File: src/rtl/param_miss_handler_pkg.sv
// Shared defaults, FSM state encoding and status-word sizing for the miss handler.
package param_miss_handler_pkg;

  localparam int WAYS_DEF   = 4;
  localparam int SET_W_DEF  = 4;
  localparam int OFF_W_DEF  = 4;
  localparam int TAG_W_DEF  = 8;
  localparam int WORD_W_DEF = 20;

  typedef enum logic [1:0] {
    ST_IDLE = 2'd0,
    ST_REQ  = 2'd1,
    ST_FILL = 2'd2,
    ST_META = 2'd3
  } miss_state_e;

  // One {valid, age} field per way.
  function automatic int sa_width(input int ways);
    return ways * (1 + $clog2(ways));
  endfunction

endpackage

File: src/rtl/param_miss_handler_if.sv
// Memory-side request/fill channel; master is the miss handler, slave the memory.
interface param_miss_handler_if #(
  parameter int ADDR_W = 16,
  parameter int WORD_W = 20
);
  logic [ADDR_W-1:0] req_addr;
  logic              req_valid;
  logic              req_ready;
  logic [WORD_W-1:0] data;
  logic              data_valid;
  logic              data_ready;

  modport master (
    output req_addr, req_valid, data_ready,
    input  req_ready, data, data_valid
  );

  modport slave (
    input  req_addr, req_valid, data_ready,
    output req_ready, data, data_valid
  );
endinterface

File: src/rtl/param_miss_handler_victim_select.sv
// Picks the victim way from a set's status word and builds the post-fill status word.
module param_miss_handler_victim_select
  import param_miss_handler_pkg::*;
#(
  parameter int WAYS = WAYS_DEF,
  localparam int AGE_W = $clog2(WAYS),
  localparam int SA_W  = sa_width(WAYS)
) (
  input  logic [SA_W-1:0] sa_i,
  output logic [WAYS-1:0] victim_o,
  output logic [SA_W-1:0] sa_next_o
);

  localparam logic [AGE_W-1:0] AGE_MAX = AGE_W'(WAYS - 1);

  logic [WAYS-1:0]  valid_vec;
  logic [AGE_W-1:0] age_arr [WAYS];
  logic             victim_valid;
  logic [AGE_W-1:0] victim_age;

  for (genvar gi = 0; gi < WAYS; gi++) begin : g_unpack
    assign valid_vec[gi] = sa_i[gi*(1+AGE_W) + AGE_W];
    assign age_arr[gi]   = sa_i[gi*(1+AGE_W) +: AGE_W];
  end

  // Invalid ways win first; otherwise the oldest way. Way 0 covers a malformed word.
  always_comb begin
    logic found;
    victim_o = '0;
    found    = 1'b0;
    for (int w = 0; w < WAYS; w++) begin
      if (!found && !valid_vec[w]) begin
        victim_o[w] = 1'b1;
        found       = 1'b1;
      end
    end
    for (int w = 0; w < WAYS; w++) begin
      if (!found && age_arr[w] == AGE_MAX) begin
        victim_o[w] = 1'b1;
        found       = 1'b1;
      end
    end
    if (!found) victim_o[0] = 1'b1;
  end

  always_comb begin
    victim_valid = 1'b0;
    victim_age   = '0;
    for (int w = 0; w < WAYS; w++) begin
      if (victim_o[w]) begin
        victim_valid = valid_vec[w];
        victim_age   = age_arr[w];
      end
    end
  end

  for (genvar gi = 0; gi < WAYS; gi++) begin : g_age
    logic [AGE_W-1:0] age_inc;
    logic             ages;
    assign age_inc = (age_arr[gi] == AGE_MAX) ? AGE_MAX : age_arr[gi] + 1'b1;
    assign ages    = valid_vec[gi] && (!victim_valid || age_arr[gi] < victim_age);
    assign sa_next_o[gi*(1+AGE_W) +: (1+AGE_W)] =
        victim_o[gi] ? {1'b1, {AGE_W{1'b0}}} :
        ages         ? {1'b1, age_inc}       :
                       {valid_vec[gi], age_arr[gi]};
  end

endmodule

File: src/rtl/param_miss_handler.sv
// Instruction-cache miss handler: victim pick, critical-word-first fill with early
// restart, then tag/status commit.
module param_miss_handler
  import param_miss_handler_pkg::*;
#(
  parameter int WAYS   = WAYS_DEF,
  parameter int SET_W  = SET_W_DEF,
  parameter int OFF_W  = OFF_W_DEF,
  parameter int TAG_W  = TAG_W_DEF,
  parameter int WORD_W = WORD_W_DEF,
  localparam int SA_W  = sa_width(WAYS)
) (
  input  logic                   clk,
  input  logic                   srst,
  input  logic                   i_halt,
  input  logic                   i_req_valid,
  input  logic                   i_cache_hit,
  input  logic [TAG_W-1:0]       i_tag,
  input  logic [SET_W-1:0]       i_set,
  input  logic [OFF_W-1:0]       i_off,
  input  logic [SA_W-1:0]        i_sa_data,
  output logic                   o_ready,
  param_miss_handler_if.master   mem,
  output logic [SET_W+OFF_W-1:0] o_da_addr,
  output logic [WORD_W-1:0]      o_da_data,
  output logic [WAYS-1:0]        o_da_mask,
  output logic                   o_da_valid,
  output logic [SET_W-1:0]       o_ta_addr,
  output logic [TAG_W-1:0]       o_ta_data,
  output logic [WAYS-1:0]        o_ta_mask,
  output logic                   o_ta_valid,
  output logic [SET_W-1:0]       o_sa_addr,
  output logic [SA_W-1:0]        o_sa_data,
  output logic [WAYS-1:0]        o_sa_mask,
  output logic                   o_sa_valid,
  input  logic                   i_da_halt,
  input  logic                   i_ta_halt,
  input  logic                   i_sa_halt,
  output logic                   o_miss_state,
  output logic [WORD_W-1:0]      o_missed_word,
  output logic                   o_missed_word_valid
);

  miss_state_e       state_q, state_d;
  logic [TAG_W-1:0]  tag_q;
  logic [SET_W-1:0]  set_q;
  logic [OFF_W-1:0]  crit_q;
  logic [OFF_W-1:0]  off_q;
  logic [OFF_W-1:0]  beat_q;
  logic [WAYS-1:0]   victim_q;
  logic [SA_W-1:0]   sa_next_q;
  logic              ta_done_q, sa_done_q;
  logic [WORD_W-1:0] missed_word_q;
  logic              missed_valid_q;

  logic [WAYS-1:0]   victim_w;
  logic [SA_W-1:0]   sa_next_w;
  logic              data_ready_w;
  logic              miss_accept, beat_fire, last_beat;
  logic              ta_fire, sa_fire, ta_done, sa_done;

  param_miss_handler_victim_select #(.WAYS(WAYS)) u_victim (
    .sa_i      (i_sa_data),
    .victim_o  (victim_w),
    .sa_next_o (sa_next_w)
  );

  assign miss_accept = i_req_valid & o_ready & ~i_cache_hit;
  assign beat_fire   = data_ready_w & mem.data_valid;
  assign last_beat   = (beat_q == {OFF_W{1'b1}});
  assign ta_fire     = o_ta_valid & ~i_ta_halt & ~i_halt;
  assign sa_fire     = o_sa_valid & ~i_sa_halt & ~i_halt;
  assign ta_done     = ta_done_q | ta_fire;
  assign sa_done     = sa_done_q | sa_fire;

  always_ff @(posedge clk) begin
    if (srst) state_q <= ST_IDLE;
    else      state_q <= state_d;
  end

  // i_halt freezes the whole FSM, including pending handshakes.
  always_comb begin
    state_d = state_q;
    if (!i_halt) begin
      unique case (state_q)
        ST_IDLE: if (miss_accept)            state_d = ST_REQ;
        ST_REQ:  if (mem.req_ready)          state_d = ST_FILL;
        ST_FILL: if (beat_fire && last_beat) state_d = ST_META;
        ST_META: if (ta_done && sa_done)     state_d = ST_IDLE;
        default:                             state_d = ST_IDLE;
      endcase
    end
  end

  always_comb begin
    o_ready       = (state_q == ST_IDLE) & ~i_halt;
    o_miss_state  = (state_q != ST_IDLE);
    mem.req_valid = (state_q == ST_REQ);
    data_ready_w  = (state_q == ST_FILL) & ~i_da_halt & ~i_halt;
    o_da_valid    = data_ready_w & mem.data_valid;
    o_ta_valid    = (state_q == ST_META) & ~ta_done_q;
    o_sa_valid    = (state_q == ST_META) & ~sa_done_q;
    o_da_mask     = o_da_valid ? victim_q : '0;
    o_ta_mask     = o_ta_valid ? victim_q : '0;
    o_sa_mask     = o_sa_valid ? {WAYS{1'b1}} : '0;
  end

  assign mem.data_ready      = data_ready_w;
  assign mem.req_addr        = {tag_q, set_q, crit_q};
  assign o_da_addr           = {set_q, off_q};
  assign o_da_data           = mem.data;
  assign o_ta_addr           = set_q;
  assign o_ta_data           = tag_q;
  assign o_sa_addr           = set_q;
  assign o_sa_data           = sa_next_q;
  assign o_missed_word       = missed_word_q;
  assign o_missed_word_valid = missed_valid_q;

  always_ff @(posedge clk) begin
    if (srst) begin
      tag_q          <= '0;
      set_q          <= '0;
      crit_q         <= '0;
      off_q          <= '0;
      beat_q         <= '0;
      victim_q       <= '0;
      sa_next_q      <= '0;
      ta_done_q      <= 1'b0;
      sa_done_q      <= 1'b0;
      missed_word_q  <= '0;
      missed_valid_q <= 1'b0;
    end else begin
      if (miss_accept) begin
        tag_q     <= i_tag;
        set_q     <= i_set;
        crit_q    <= i_off;
        off_q     <= i_off;
        beat_q    <= '0;
        victim_q  <= victim_w;
        sa_next_q <= sa_next_w;
        ta_done_q <= 1'b0;
        sa_done_q <= 1'b0;
      end
      // Offset wraps naturally at WORDS, giving critical-word-first order.
      if (beat_fire) begin
        off_q  <= off_q + 1'b1;
        beat_q <= beat_q + 1'b1;
      end
      if (beat_fire && beat_q == '0) missed_word_q <= mem.data;
      if (!i_halt) missed_valid_q <= beat_fire && (beat_q == '0);
      if (ta_fire) ta_done_q <= 1'b1;
      if (sa_fire) sa_done_q <= 1'b1;
    end
  end

endmodule

File: src/flat_wrapper.sv
// flat-port wrapper written by rule: the top's interface ports become plain ports
module param_miss_handler_flat import param_miss_handler_pkg::*;
#(
  parameter int WAYS   = WAYS_DEF,
  parameter int SET_W  = SET_W_DEF,
  parameter int OFF_W  = OFF_W_DEF,
  parameter int TAG_W  = TAG_W_DEF,
  parameter int WORD_W = WORD_W_DEF,
  localparam int SA_W  = sa_width(WAYS)
)
  (clk, srst, i_halt, i_req_valid, i_cache_hit, i_tag, i_set, i_off, i_sa_data, o_ready, o_da_addr, o_da_data, o_da_mask, o_da_valid, o_ta_addr, o_ta_data, o_ta_mask, o_ta_valid, o_sa_addr, o_sa_data, o_sa_mask, o_sa_valid, i_da_halt, i_ta_halt, i_sa_halt, o_miss_state, o_missed_word, o_missed_word_valid, mem_req_addr, mem_req_valid, mem_data_ready, mem_req_ready, mem_data, mem_data_valid);
  param_miss_handler_if #(.ADDR_W(16), .WORD_W(WORD_W)) mem_i ();
  input  logic clk;
  input  logic srst;
  input  logic i_halt;
  input  logic i_req_valid;
  input  logic i_cache_hit;
  input  logic [TAG_W-1:0] i_tag;
  input  logic [SET_W-1:0] i_set;
  input  logic [OFF_W-1:0] i_off;
  input  logic [SA_W-1:0] i_sa_data;
  output logic o_ready;
  output logic [SET_W+OFF_W-1:0] o_da_addr;
  output logic [WORD_W-1:0] o_da_data;
  output logic [WAYS-1:0] o_da_mask;
  output logic o_da_valid;
  output logic [SET_W-1:0] o_ta_addr;
  output logic [TAG_W-1:0] o_ta_data;
  output logic [WAYS-1:0] o_ta_mask;
  output logic o_ta_valid;
  output logic [SET_W-1:0] o_sa_addr;
  output logic [SA_W-1:0] o_sa_data;
  output logic [WAYS-1:0] o_sa_mask;
  output logic o_sa_valid;
  input  logic i_da_halt;
  input  logic i_ta_halt;
  input  logic i_sa_halt;
  output logic o_miss_state;
  output logic [WORD_W-1:0] o_missed_word;
  output logic o_missed_word_valid;
  output wire logic [$bits(mem_i.req_addr)-1:0] mem_req_addr;
  output wire logic [$bits(mem_i.req_valid)-1:0] mem_req_valid;
  output wire logic [$bits(mem_i.data_ready)-1:0] mem_data_ready;
  input wire logic [$bits(mem_i.req_ready)-1:0] mem_req_ready;
  input wire logic [$bits(mem_i.data)-1:0] mem_data;
  input wire logic [$bits(mem_i.data_valid)-1:0] mem_data_valid;
  assign mem_req_addr = mem_i.req_addr;
  assign mem_req_valid = mem_i.req_valid;
  assign mem_data_ready = mem_i.data_ready;
  assign mem_i.req_ready = mem_req_ready;
  assign mem_i.data = mem_data;
  assign mem_i.data_valid = mem_data_valid;
  param_miss_handler #(.WAYS(WAYS), .SET_W(SET_W), .OFF_W(OFF_W), .TAG_W(TAG_W), .WORD_W(WORD_W)) u_core (.clk(clk), .srst(srst), .i_halt(i_halt), .i_req_valid(i_req_valid), .i_cache_hit(i_cache_hit), .i_tag(i_tag), .i_set(i_set), .i_off(i_off), .i_sa_data(i_sa_data), .o_ready(o_ready), .mem(mem_i), .o_da_addr(o_da_addr), .o_da_data(o_da_data), .o_da_mask(o_da_mask), .o_da_valid(o_da_valid), .o_ta_addr(o_ta_addr), .o_ta_data(o_ta_data), .o_ta_mask(o_ta_mask), .o_ta_valid(o_ta_valid), .o_sa_addr(o_sa_addr), .o_sa_data(o_sa_data), .o_sa_mask(o_sa_mask), .o_sa_valid(o_sa_valid), .i_da_halt(i_da_halt), .i_ta_halt(i_ta_halt), .i_sa_halt(i_sa_halt), .o_miss_state(o_miss_state), .o_missed_word(o_missed_word), .o_missed_word_valid(o_missed_word_valid));
endmodule
File: config.mk
export PLATFORM = sky130hd
export DESIGN_NAME = param_miss_handler_flat
export DESIGN_NICKNAME = d
export VERILOG_FILES = /design/src/rtl/param_miss_handler_pkg.sv /design/src/rtl/param_miss_handler_if.sv /design/src/rtl/param_miss_handler_victim_select.sv /design/src/rtl/param_miss_handler.sv /design/src/flat_wrapper.sv
export SDC_FILE = /design/constraint.sdc
export NUM_CORES = 1
export LEC_CHECK = 0
export ABC_CLOCK_PERIOD_IN_PS = 4600
export CAP_MARGIN = 0
export CORE_UTILIZATION = 43
export CTS_BUF_LIST = sky130_fd_sc_hd__clkbuf_4 sky130_fd_sc_hd__clkbuf_8 sky130_fd_sc_hd__clkbuf_16
export DETAILED_ROUTE_END_ITERATION = 10
export GPL_TIMING_DRIVEN = 0
export HOLD_SLACK_MARGIN = 0.03
export MAX_ROUTING_LAYER = met4
export PLACE_DENSITY = 0.95
export SETUP_SLACK_MARGIN = 0.05
export SLEW_MARGIN = 25
export SYNTH_ARGS = -nofsm -noshare
export SYNTH_HDL_FRONTEND = slang
export SYNTH_SLANG_ARGS = --single-unit
export TNS_END_PERCENT = 1
File: constraint.sdc
create_clock -name clk -period 4.6 [get_ports clk]
set_clock_uncertainty 0.1 [all_clocks]
set_input_delay 0.46 -clock clk [delete_from_list [all_inputs] [get_ports clk]]
set_output_delay 0.46 -clock clk [all_outputs]
set_load 0.005 [all_outputs]
==> key figures, run 1 <==
Place
  • # port buffers: 166
  • Cells after DPL: 694
  • DP Worst Slack: 844 ps
  • RD Place Congestion: 0.895
  • DP Wirelength: 8250 µm

CTS
  • Root Buffer: clkbuf_8
  • Htree depth: 3
  • Cts repair resizes: 0
  • Clk slew on worst S/H paths: 80 ps
  • Clk Latency, worst-skew pair: 340 ps
  • CTS sink count: 65
  • Clock Tree Buf Depth: 2
  • Post-CTS setup buffers: 0
  • CTS tree: built
  • CTS buffer count: 9
  • Hold_buf cts: 0

Hold path
  • Worst Hold Launch: i_halt
  • Min-delay worst type: input port to flop
  • Hold Path Sink: u_core.o_missed_word_valid
  • Hold depth: 3

Worst setup path
  • Worst R2R End: u_core.o_sa_data[7]
  • Worst stage delay on the critical path: 510 ps
  • CP endpoint kind: flop
  • R2r worst-path depth: 7
  • Slowest cell on the critical path: clkdlybuf4s50_1
  • Reg-to-reg setup timing slack: 2070 ps
  • CP dominant cell by count: nor4b_1
  • Crit Path Class: input port to flop
  • Critical Path Source Type: input port
  • Critical Path AT: 3550 ps
  • Crit path cell chain: clkdlybuf4s50_1 > buf_2 > nand4_1 > nor4b_1 > nor2_1 > a41o_1 > ha_1 > or2_2 > a211oi_1 > nor4b_1 > a22oi_1 > o21ai_0
  • Critical path peak fanout: 10
  • CP required: 4720 ps
  • Reg2reg start: u_core.state_q[0]

Synth
  • Netlist cell types: 48
  • Async S/R FF share, synth: 0
  • Area share of fa/ha/maj cells after synthesis: 0.0449
  • Post-Synth XOR/XNOR Area: 0
  • Post-synthesis cell count: 429
  • Mean Syn Cell Area: 7.80 µm²
  • Post-synth design cell area: 3340 µm²
  • Yosys Warn Count: 0
  • Post-synthesis compound-gate area fraction: 0.180
  • Mux contribution to synthesized area: 0.00299
  • Synth Register Bits: 65
  • Main combinational cell family by area after synthesis: simple AND/OR/NAND/NOR gates
  • Primary FF master, synth: dfxtp_1
  • Share of the yosys chip area belonging to registers: 0.389
  • Post-synth EDFFs: 0
  • Post-Syn Nets: 499
  • Simple-gate area share of the yosys netlist: 0.240

Die
  • Die Wd: 90.2 µm
  • Core Area: 7370 µm²
  • Die Ht: 90.2 µm
  • Die area: 8130 µm²
  • Starting Density: 0.454
  • Row count: 31
  • I/O Pins: 170

Timing
  • Fin crit share: 0.745
  • Setup_tns: 0 ps
  • RSZ-0062 raised after global routing: no
  • Final setup fails: 0
  • Worst setup margin: 1170 ps
  • Pin slew with the least headroom to its limit: 739 ps
  • Slew HR: 0.505
  • Max-slew violation count: 0
  • Period minus WS final: 3430 ps
  • FMAX: 0.292 GHz
  • Hold Violations, Final: 0

Final layout
  • Layout cell share with drive strength beyond 1: 0.123
  • Most frequent cells in the layout: clkdlybuf4s50_1 (166), nand2_1 (89), dfxtp_1 (65)
  • Nets: 676
  • Finished Layout Cells: 710
  • Antenna cells: 0
  • Commonest non-fill, non-tap cell in the layout: clkdlybuf4s50_1
  • Layout area overhead: 60.8%
  • Fill count: 563

Routing
  • DR vias/cell: 5.21
  • Drt wl/cell: 15.2 µm
  • Drt drc: 0
  • Post-Route WL: 10800 µm
  • DRT iter0 DRCs: 207
  • Post-DRT Antenna Nets: 0
  • Via count: 3701
  • Pre-antenna DRT Iters: 6

GRT
  • First-pass GRT wire length: 17700 µm
  • Tot GR Track Use: 0.277
  • GRT overflow: 0
  • Largest net degree at the start of global routing: 13
  • Initial antenna violation count: 0
  • Vias in the first global route: 3639

Flow run
  • Max-cap violation count: 0

Power
  • Peak VDD IR: 0.000189 V
  • Cell Pwr Density: 267 nW/µm²
  • Leak: 2.04 nW

Outcome
  • Status: finished clean
==> sequential cells by signal, summed over array words and instances, names as in the netlist <==
name / cells
u_core.o_missed_word: 20
u_core.o_sa_data: 12
u_core.o_ta_data: 8
u_core.beat_q: 4
u_core.crit_q: 4
u_core.o_sa_addr: 4
u_core.off_q: 4
u_core.victim_q: 4
u_core.state_q: 2
u_core.o_missed_word_valid: 1
u_core.sa_done_q: 1
u_core.ta_done_q: 1
==> power by group <==
group / internal [mW] / total (mW) / leakage [nW] / switching (mW)
clock network: 0.369 / 0.602 / 0.121 / 0.233
registers: 0.578 / 0.589 / 0.526 / 0.0118
logic: 0.142 / 0.244 / 1.39 / 0.102
==> stage by stage <==
stage | cell area (µm²) | hold slack [ps] | utilization | power (mW)
6_report | 5380 | 303 | 0.730 | 1.44
5_1_grt | 5380 | 318 | 0.730 | 1.49
4_1_cts | 5380 | 288 | 0.730 | 1.44
3_5_place_dp | 5130 | 347 | 0.696 | 0.843
3_3_place_gp | 5130 | 340 | 0.696 | 0.836
2_1_floorplan | 3340 | 348 | - | 0.700
==> synth_stat cells, types with 3 or more instances <==
master	n	area share
a22oi_1	5	0.011
ha_1	12	0.045
buf_4	45	0.10
nor3_1	5	0.0075
a21oi_1	54	0.081
clkbuf_1	12	0.013
and3_1	5	0.0094
nand3_1	9	0.013
nor4b_1	3	0.0079
buf_1	3	0.0034
dfxtp_1	65	0.39
nand2_1	89	0.10
buf_2	7	0.010
nand4b_1	3	0.0079
nor2_1	33	0.037
o21ai_0	11	0.016
and2_1	10	0.019
a211oi_1	9	0.020
nand2b_1	3	0.0056
inv_1	9	0.010
o211ai_1	3	0.0067
==> cells by family after synthesis <==
| family | after synthesis |
|---|---|
| and+or+nand+nor | 173 |
| DFF | 65 |
| buffers and inverters | 78 |
| AOI/OAI and AO/OA | 100 |
| muxes | 1 |
| adders and majority gates | 12 |
==> area by class of cell <==
| cell class | count | area, µm² | share of cell area |
|---|---|---|---|
| timing repair buffer | 166 | 1660 | 0.309 |
| multi-input combinational | 286 | 1570 | 0.291 |
| sequential | 65 | 1300 | 0.242 |
| buffer | 68 | 440 | 0.0819 |
| clock buffer | 10 | 131 | 0.0244 |
| tap | 99 | 124 | 0.0230 |
| clock inverter | 6 | 115 | 0.0214 |
| inverter | 10 | 37.5 | 0.00698 |
==> worst max-delay path by stage <==
stage | start | to | slack [ps] | depth (start not counted)
after global placement | i_sa_data[2] | u_core.o_sa_data[6] | 840 | 12
after floorplan | i_sa_data[8] | u_core.o_sa_data[6] | 1730 | 12
after detailed placement | i_sa_data[2] | u_core.o_sa_data[6] | 840 | 12
after global routing | i_sa_data[2] | u_core.o_sa_data[6] | 1050 | 12
final | i_sa_data[2] | u_core.o_sa_data[6] | 1170 | 12
after CTS | i_sa_data[2] | u_core.o_sa_data[6] | 1200 | 12
==> metal layers <==
metal  track usage  routed length, µm
met2         0.497               5570
met5             -                  0
met3        0.0592                816
met4        0.0887                173
met1         0.304               4260
==> critical path: cells and delay by family <==
kind | cells | cell delay [ps]
fa+ha+maj | 1 | 310
compound gates | 4 | 890
simple gates | 5 | 1160
buf+inv | 2 | 730
(Power assumes the default switching activity.)
==> run 2, diff against run 1 <==
--- a/config.mk
+++ b/config.mk
@@ -5,15 +5,15 @@
 export SDC_FILE = /design/constraint.sdc
 export NUM_CORES = 1
 export LEC_CHECK = 0
-export ABC_CLOCK_PERIOD_IN_PS = 4600
+export ABC_CLOCK_PERIOD_IN_PS = 3100
 export CAP_MARGIN = 0
-export CORE_UTILIZATION = 43
+export CORE_UTILIZATION = 36
 export CTS_BUF_LIST = sky130_fd_sc_hd__clkbuf_4 sky130_fd_sc_hd__clkbuf_8 sky130_fd_sc_hd__clkbuf_16
 export DETAILED_ROUTE_END_ITERATION = 10
 export GPL_TIMING_DRIVEN = 0
 export HOLD_SLACK_MARGIN = 0.03
 export MAX_ROUTING_LAYER = met4
-export PLACE_DENSITY = 0.95
+export PLACE_DENSITY = 0.88
 export SETUP_SLACK_MARGIN = 0.05
 export SLEW_MARGIN = 25
 export SYNTH_ARGS = -nofsm -noshare
==> constraint.sdc (replaced) <==
create_clock -name clk -period 3.1 [get_ports clk]
set_clock_uncertainty 0.1 [all_clocks]
set_input_delay 0.31 -clock clk [delete_from_list [all_inputs] [get_ports clk]]
set_output_delay 0.31 -clock clk [all_outputs]
set_load 0.005 [all_outputs]
==> key figures, run 2 (synthesized netlist as in run 1, its figures left out) <==
Timing
  • Period minus WS final: 2890 ps
  • Worst setup margin: 212 ps (-963 ps)
  • Setup_tns: 0 ps (unchanged)
  • RSZ-0062 raised after global routing: no
  • FMAX: 0.346 GHz
  • Final setup fails: 0 (unchanged)
  • Max-slew violation count: 0 (unchanged)
  • Slew HR: 0.561 (+0.0561)
  • Pin slew with the least headroom to its limit: 655 ps (-83.7 ps)
  • Hold Violations, Final: 0 (unchanged)
  • Fin crit share: 0.932

Die
  • Core Area: 8850 µm² (+20%)
  • Die Wd: 98.4 µm (+9.1%)
  • Row count: 34 (+9.7%)
  • Die Ht: 98.4 µm (+9.1%)
  • Starting Density: 0.378 (-0.0759)
  • Die area: 9680 µm² (+19%)
  • I/O Pins: 170 (unchanged)

CTS
  • Root Buffer: clkbuf_8
  • Htree depth: 3 (unchanged)
  • Clk slew on worst S/H paths: 70 ps (about the same)
  • CTS sink count: 65 (unchanged)
  • CTS buffer count: 9 (unchanged)
  • CTS tree: built
  • Clk Latency, worst-skew pair: 330 ps (about the same)
  • Hold_buf cts: 0 (unchanged)
  • Clock Tree Buf Depth: 2 (unchanged)

Power
  • Peak VDD IR: 0.000174 V (-7.9%)
  • Cell Pwr Density: 365 nW/µm² (+37%)
  • Leak: 2.05 nW (+0.53%)

GRT
  • Tot GR Track Use: 0.227 (-0.0502)
  • Initial antenna violation count: 0 (unchanged)
  • Vias in the first global route: 3602 (-1.0%)
  • Largest net degree at the start of global routing: 13 (unchanged)
  • GRT overflow: 0 (unchanged)
  • First-pass GRT wire length: 17100 µm (-3.4%)
  • Met3 Track Usage GR: 0.0429 (-0.0163)
  • Busiest grt layer: met2
  • Met1 Track Usage GR: 0.250 (-0.0544)
  • Met2 Usage GRT: 0.399 (-0.0988)

Routing
  • Drt wl/cell: 14.7 µm (-3.8%)
  • Via count: 3634 (-1.8%)
  • Pre-antenna DRT Iters: 10 (+4)
  • Post-Route WL: 10600 µm (-2.4%)
  • DR vias/cell: 5.05 (-3.2%)
  • Drt drc: 15 (+15)
  • Post-DRT Antenna Nets: 0 (unchanged)
  • DRT iter0 DRCs: 127 (-39%)

Final layout
  • Layout cell share with drive strength beyond 1: 0.134 (+0.0112)
  • Nets: 677 (+0.15%)
  • Commonest non-fill, non-tap cell in the layout: clkdlybuf4s50_1
  • Max reg flops: 20 (unchanged)
  • Finished Layout Cells: 720 (+1.4%)
  • Antenna cells: 0 (unchanged)
  • Layout area overhead: 61.4%
  • Most frequent cells in the layout: clkdlybuf4s50_1 (164), nand2_1 (89), dfxtp_1 (65)
  • Fill count: 779 (+38%)

Worst setup path
  • Critical Path AT: 3000 ps (-550 ps)
  • CP required: 3210 ps (-1510 ps)
  • CP endpoint kind: flop
  • Critical Path Source Type: input port
  • Critical path peak fanout: 6 (-4)
  • Crit Path Class: input port to flop

Place
  • DP Wirelength: 8160 µm (-1.2%)
  • # port buffers: 166 (unchanged)
  • DP Worst Slack: -471 ps (-1310 ps)
  • RD Place Congestion: 0.850 (-5.0%)
  • Cells after DPL: 703 (+1.3%)

Hold path
  • Min-delay worst type: input port to flop

Outcome
  • Status: complete, but fails checks
  • Violated checks: DRC

Flow run
  • Max-cap violation count: 0 (unchanged)
[run 2: cell types whose count changed in the layout (fill, tap and decap cells not counted), moves of 2 or more]
cell and delta:
bufinv_16 -2, clkdlybuf4s50_1 -2, clkinvlp_4 +2, dlymetal6s2s_1 +2
[run 2: final timing paths]
| kind | startpoint | end | slack [ps] | cells past startpoint |
|---|---|---|---|---|
| hold reg to reg | u_core.o_missed_word[9] | u_core.o_missed_word[9] | 350 | 2 |
| setup / recovery | i_sa_data[0] | u_core.o_sa_data[6] | 210 | 12 |
| hold / removal | i_halt | u_core.o_missed_word_valid | 160 | 3 |
| setup reg to reg | u_core.state_q[0] | u_core.o_sa_data[7] | 750 | 7 |
[run 2: area by class of cell]
cell class	count	area (µm²)	share of cell area
plain buffers	68	447	0.0828
clock buffers	10	138	0.0255
clock inverters	6	66.3	0.0123
inverters	10	37.5	0.00696
multi-input cells	286	1600	0.296
flip-flops and latches	65	1300	0.241
well taps	108	135	0.0250
repair buffers	167	1670	0.310
[run 2: metal layers]
layer | part of all wire | vias up
li1 | - | 1779
met1 | 0.42 | 1698
met2 | 0.50 | 137
met3 | 0.059 | 20
met4 | 0.023 | 0
met5 | 0 | -
[run 2: timing repair]
item	4_1_cts	5_1_grt
gates resized for setup	3	9
pin swaps	2	1
setup endpoints to repair	3	6
setup buffers	1	0
[run 2: critical path: stages]
cell	delay, ps
clkdlybuf4s50_1	580
and2_2	260
nor3_2	60
a21oi_2	220
nand3_1	130
a41o_1	290
ha_1	290
or2_2	300
a211oi_2	220
nor4b_1	90
a22oi_1	150
o21ai_0	100
[run 2: metrics by stage]
step	hold slack (ps)	instance area (µm²)	power [mW]	util
after global placement	343	5140	1.24	0.581
final	159	5400	1.97	0.610
after floorplan	341	3340	1.04	-
after CTS	142	5370	1.98	0.607
after detailed placement	346	5140	1.25	0.581
after global routing	157	5400	2.05	0.610
[run 2: report_power, final]
part / switching [mW] / internal [mW]
Sequential: 0.0171 / 0.857
Clock: 0.335 / 0.394
Combinational: 0.150 / 0.214
Total: 0.503 / 1.47
==> run 3, diff against run 2 <==
--- a/config.mk
+++ b/config.mk
@@ -5,15 +5,16 @@
 export SDC_FILE = /design/constraint.sdc
 export NUM_CORES = 1
 export LEC_CHECK = 0
+export ABC_AREA = 1
 export ABC_CLOCK_PERIOD_IN_PS = 3100
 export CAP_MARGIN = 0
-export CORE_UTILIZATION = 36
+export CORE_UTILIZATION = 37
 export CTS_BUF_LIST = sky130_fd_sc_hd__clkbuf_4 sky130_fd_sc_hd__clkbuf_8 sky130_fd_sc_hd__clkbuf_16
 export DETAILED_ROUTE_END_ITERATION = 10
 export GPL_TIMING_DRIVEN = 0
 export HOLD_SLACK_MARGIN = 0.03
 export MAX_ROUTING_LAYER = met4
-export PLACE_DENSITY = 0.88
+export PLACE_DENSITY = 0.9
 export SETUP_SLACK_MARGIN = 0.05
 export SLEW_MARGIN = 25
 export SYNTH_ARGS = -nofsm -noshare
==> key figures, run 3 <==
Outcome
  • Status: finished clean

Synth
  • Mux contribution to synthesized area: 0 (-0.00299)
  • Yosys Warn Count: 0 (unchanged)
  • Post-synthesis compound-gate area fraction: 0.131 (-0.0498)
  • Synth Register Bits: 65 (unchanged)
  • Post-synth design cell area: 3370 µm² (+0.90%)
  • Post-synthesis cell count: 477 (+11%)
  • Primary FF master, synth: dfxtp_1
  • Cell taking the most area after synthesis: dfxtp_1
  • Top cells by area, synth: dfxtp_1 (39%), nor2_1 (10%), buf_4 (9.8%)
  • Top cell type's share of synthesized area: 0.386 (-0.00346)
  • Post-synth EDFFs: 0 (unchanged)
  • Post-Synth XOR/XNOR Area: 0.00260 (+0.00260)
  • Mean Syn Cell Area: 7.07 µm² (-9.3%)
  • Netlist cell types: 35 (-27%)
  • Async S/R FF share, synth: 0 (unchanged)
  • Share of the yosys chip area belonging to registers: 0.386 (-0.00346)
  • Area share of fa/ha/maj cells after synthesis: 0.0445 (-0.000399)
  • Post-synth top cells: nor2_1 (92), nand2_1 (71), dfxtp_1 (65), inv_1 (46), buf_4 (44)
  • Post-Syn Nets: 547 (+9.6%)
  • Cell with the most instances after synthesis: nor2_1
  • Main combinational cell family by area after synthesis: simple AND/OR/NAND/NOR gates
  • Simple-gate area share of the yosys netlist: 0.259 (+0.0194)

Timing
  • Hold Violations, Final: 0 (unchanged)
  • Hold slack: 226 ps (+66.9 ps)
  • Pin slew with the least headroom to its limit: 605 ps (-50.3 ps)
  • Period minus WS final: 2730 ps (-156 ps)
  • Slew HR: 0.594 (+0.0329)
  • Final setup fails: 0 (unchanged)
  • Worst setup margin: 369 ps (+156 ps)
  • Fin crit share: 0.881 (-0.0504)
  • RSZ-0062 raised after global routing: no
  • FMAX: 0.366 GHz (+5.7%)
  • Setup_tns: 0 ps (unchanged)
  • Max-slew violation count: 0 (unchanged)

CTS
  • Hold_buf cts: 0 (unchanged)
  • Htree depth: 3 (unchanged)
  • Post-CTS setup buffers: 0 (-1)
  • CTS tree: built
  • Cts repair resizes: 0 (-3)
  • Clock Tree Buf Depth: 2 (unchanged)
  • CTS buffer count: 9 (unchanged)
  • Clk slew on worst S/H paths: 60 ps (about the same)
  • CTS sink count: 65 (unchanged)
  • Clk Latency, worst-skew pair: 330 ps (about the same)
  • Root Buffer: clkbuf_8

Routing
  • DR vias/cell: 4.75 (-5.9%)
  • Drt drc: 0 (-15)
  • Post-DRT Antenna Nets: 0 (unchanged)
  • DRT iter0 DRCs: 141 (+11%)
  • Via count: 3639 (+0.14%)
  • Post-Route WL: 10300 µm (-2.2%)
  • Drt wl/cell: 13.5 µm (-8.1%)
  • Pre-antenna DRT Iters: 4 (-6)

Die
  • Starting Density: 0.385 (+0.00710)
  • Core Area: 8760 µm² (-0.96%)
  • Row count: 34 (unchanged)
  • Die area: 9510 µm² (-1.8%)
  • I/O Pins: 170 (unchanged)
  • Die Ht: 97.5 µm (-0.90%)
  • Die Wd: 97.5 µm (-0.90%)

Hold path
  • Min-delay worst type: input port to flop

Final layout
  • Most frequent cells in the layout: clkdlybuf4s50_1 (166), nor2_1 (92), nand2_1 (71)
  • Fill count: 785 (+0.77%)
  • Nets: 724 (+6.9%)
  • Finished Layout Cells: 766 (+6.4%)
  • Layout cell share with drive strength beyond 1: 0.119 (-0.0154)
  • Max reg flops: 20 (unchanged)
  • Commonest non-fill, non-tap cell in the layout: clkdlybuf4s50_1
  • Layout area overhead: 58.6%
  • Antenna cells: 0 (unchanged)

Worst setup path
  • Crit Path Class: flop to output pin
  • Critical Path AT: 2320 ps (-680 ps)
  • Buf/Inv on CP: 4 (+3)
  • Critical path peak fanout: 10 (+4)
  • CP endpoint kind: output pin
  • Cell family with most CP delay: buffers and inverters
  • Slowest cell on the critical path: clkdlybuf4s50_1
  • CP required: 2690 ps (-520 ps)
  • Crit path cell chain: inv_1 > ha_1 > nor3b_2 > nand2_1 > inv_1 > clkbuf_1 > clkdlybuf4s50_1
  • Critical Path Source Type: flop
  • CP dominant cell by count: inv_1
  • Worst stage delay on the critical path: 620 ps (+40 ps)

Place
  • # port buffers: 166 (unchanged)
  • DP Wirelength: 8190 µm (+0.44%)
  • Cells after DPL: 751 (+6.8%)
  • RD Place Congestion: 0.906 (+6.6%)
  • DP Worst Slack: 109 ps (+579 ps)

GRT
  • GRT overflow: 0 (unchanged)
  • Tot GR Track Use: 0.225 (-0.00160)
  • First-pass GRT wire length: 16800 µm (-1.9%)
  • Vias in the first global route: 3507 (-2.6%)
  • Largest net degree at the start of global routing: 11 (-2)
  • Initial antenna violation count: 0 (unchanged)

Power
  • Cell Pwr Density: 396 nW/µm² (+8.6%)
  • Leak: 2.26 nW (+11%)
  • Peak VDD IR: 0.000166 V (-4.6%)
  • Power Total: 2.12 mW (+7.7%)

Flow run
  • Max-cap violation count: 0 (unchanged)
[run 3: cell types whose count changed after synthesis, sizes merged, moves of 13 or more]
cell | previous run | this run
nor2 | 33 | 94
inv | 10 | 49
o21ai | 11 | 43
a21oi | 54 | 24
nand2 | 90 | 76
nand3 | 9 | 22
[run 3: cell families (layout without fill, tap and decap cells)]
group                    Yosys count  count (layout)
buffers and inverters            115             296
flip-flops                        65              65
XOR/XNOR                           1               1
AND/OR/NAND/NOR                  204             204
AO/OA/AOI/OAI                     80              80
adder cells (fa/ha/maj)           12              12
[run 3: tightest hold or removal path: stages]
cell and delay [ps]:
buf_2 160, nand2_1 80, a21oi_1 50
[run 3: final timing paths]
kind	startpoint	to	slack [ps]	cells past startpoint
min reg2reg	u_core.o_missed_word_valid	u_core.o_missed_word_valid	360	2
min	i_halt	u_core.o_missed_word_valid	230	3
max reg2reg	u_core.state_q[1]	u_core.o_sa_data[0]	710	9
max	u_core.state_q[0]	o_da_valid	370	7
[run 3: report_power, final]
part | switching, mW | internal (mW)
clock | 0.303 | 0.347
sequential | 0.0349 | 0.883
combinational | 0.234 | 0.316
[run 3: metal layers]
metal,wire [µm],up-vias,global-route usage
met5,0,-,-
met3,496,11,0.0424
met2,5370,123,0.403
li1,-,1825,-
met4,108,0,0.0792
met1,4340,1680,0.249
[run 3: cell type report]
type / instances / area [µm²] / share of cell area
sequential: 65 / 1300 / 0.243
buffer: 64 / 408 / 0.0762
multi-input combinational: 297 / 1470 / 0.275
inverter: 51 / 191 / 0.0358
timing repair buffer: 166 / 1660 / 0.310
clock buffer: 12 / 165 / 0.0309
tap: 108 / 135 / 0.0253
clock inverter: 3 / 15.0 / 0.00281
[run 3: stage by stage]
step                      area, µm²   util
after floorplan                3370      -
after global placement         5170  0.590
after detailed placement       5170  0.590
after CTS                      5350  0.611
after global routing           5350  0.611
final                          5350  0.611
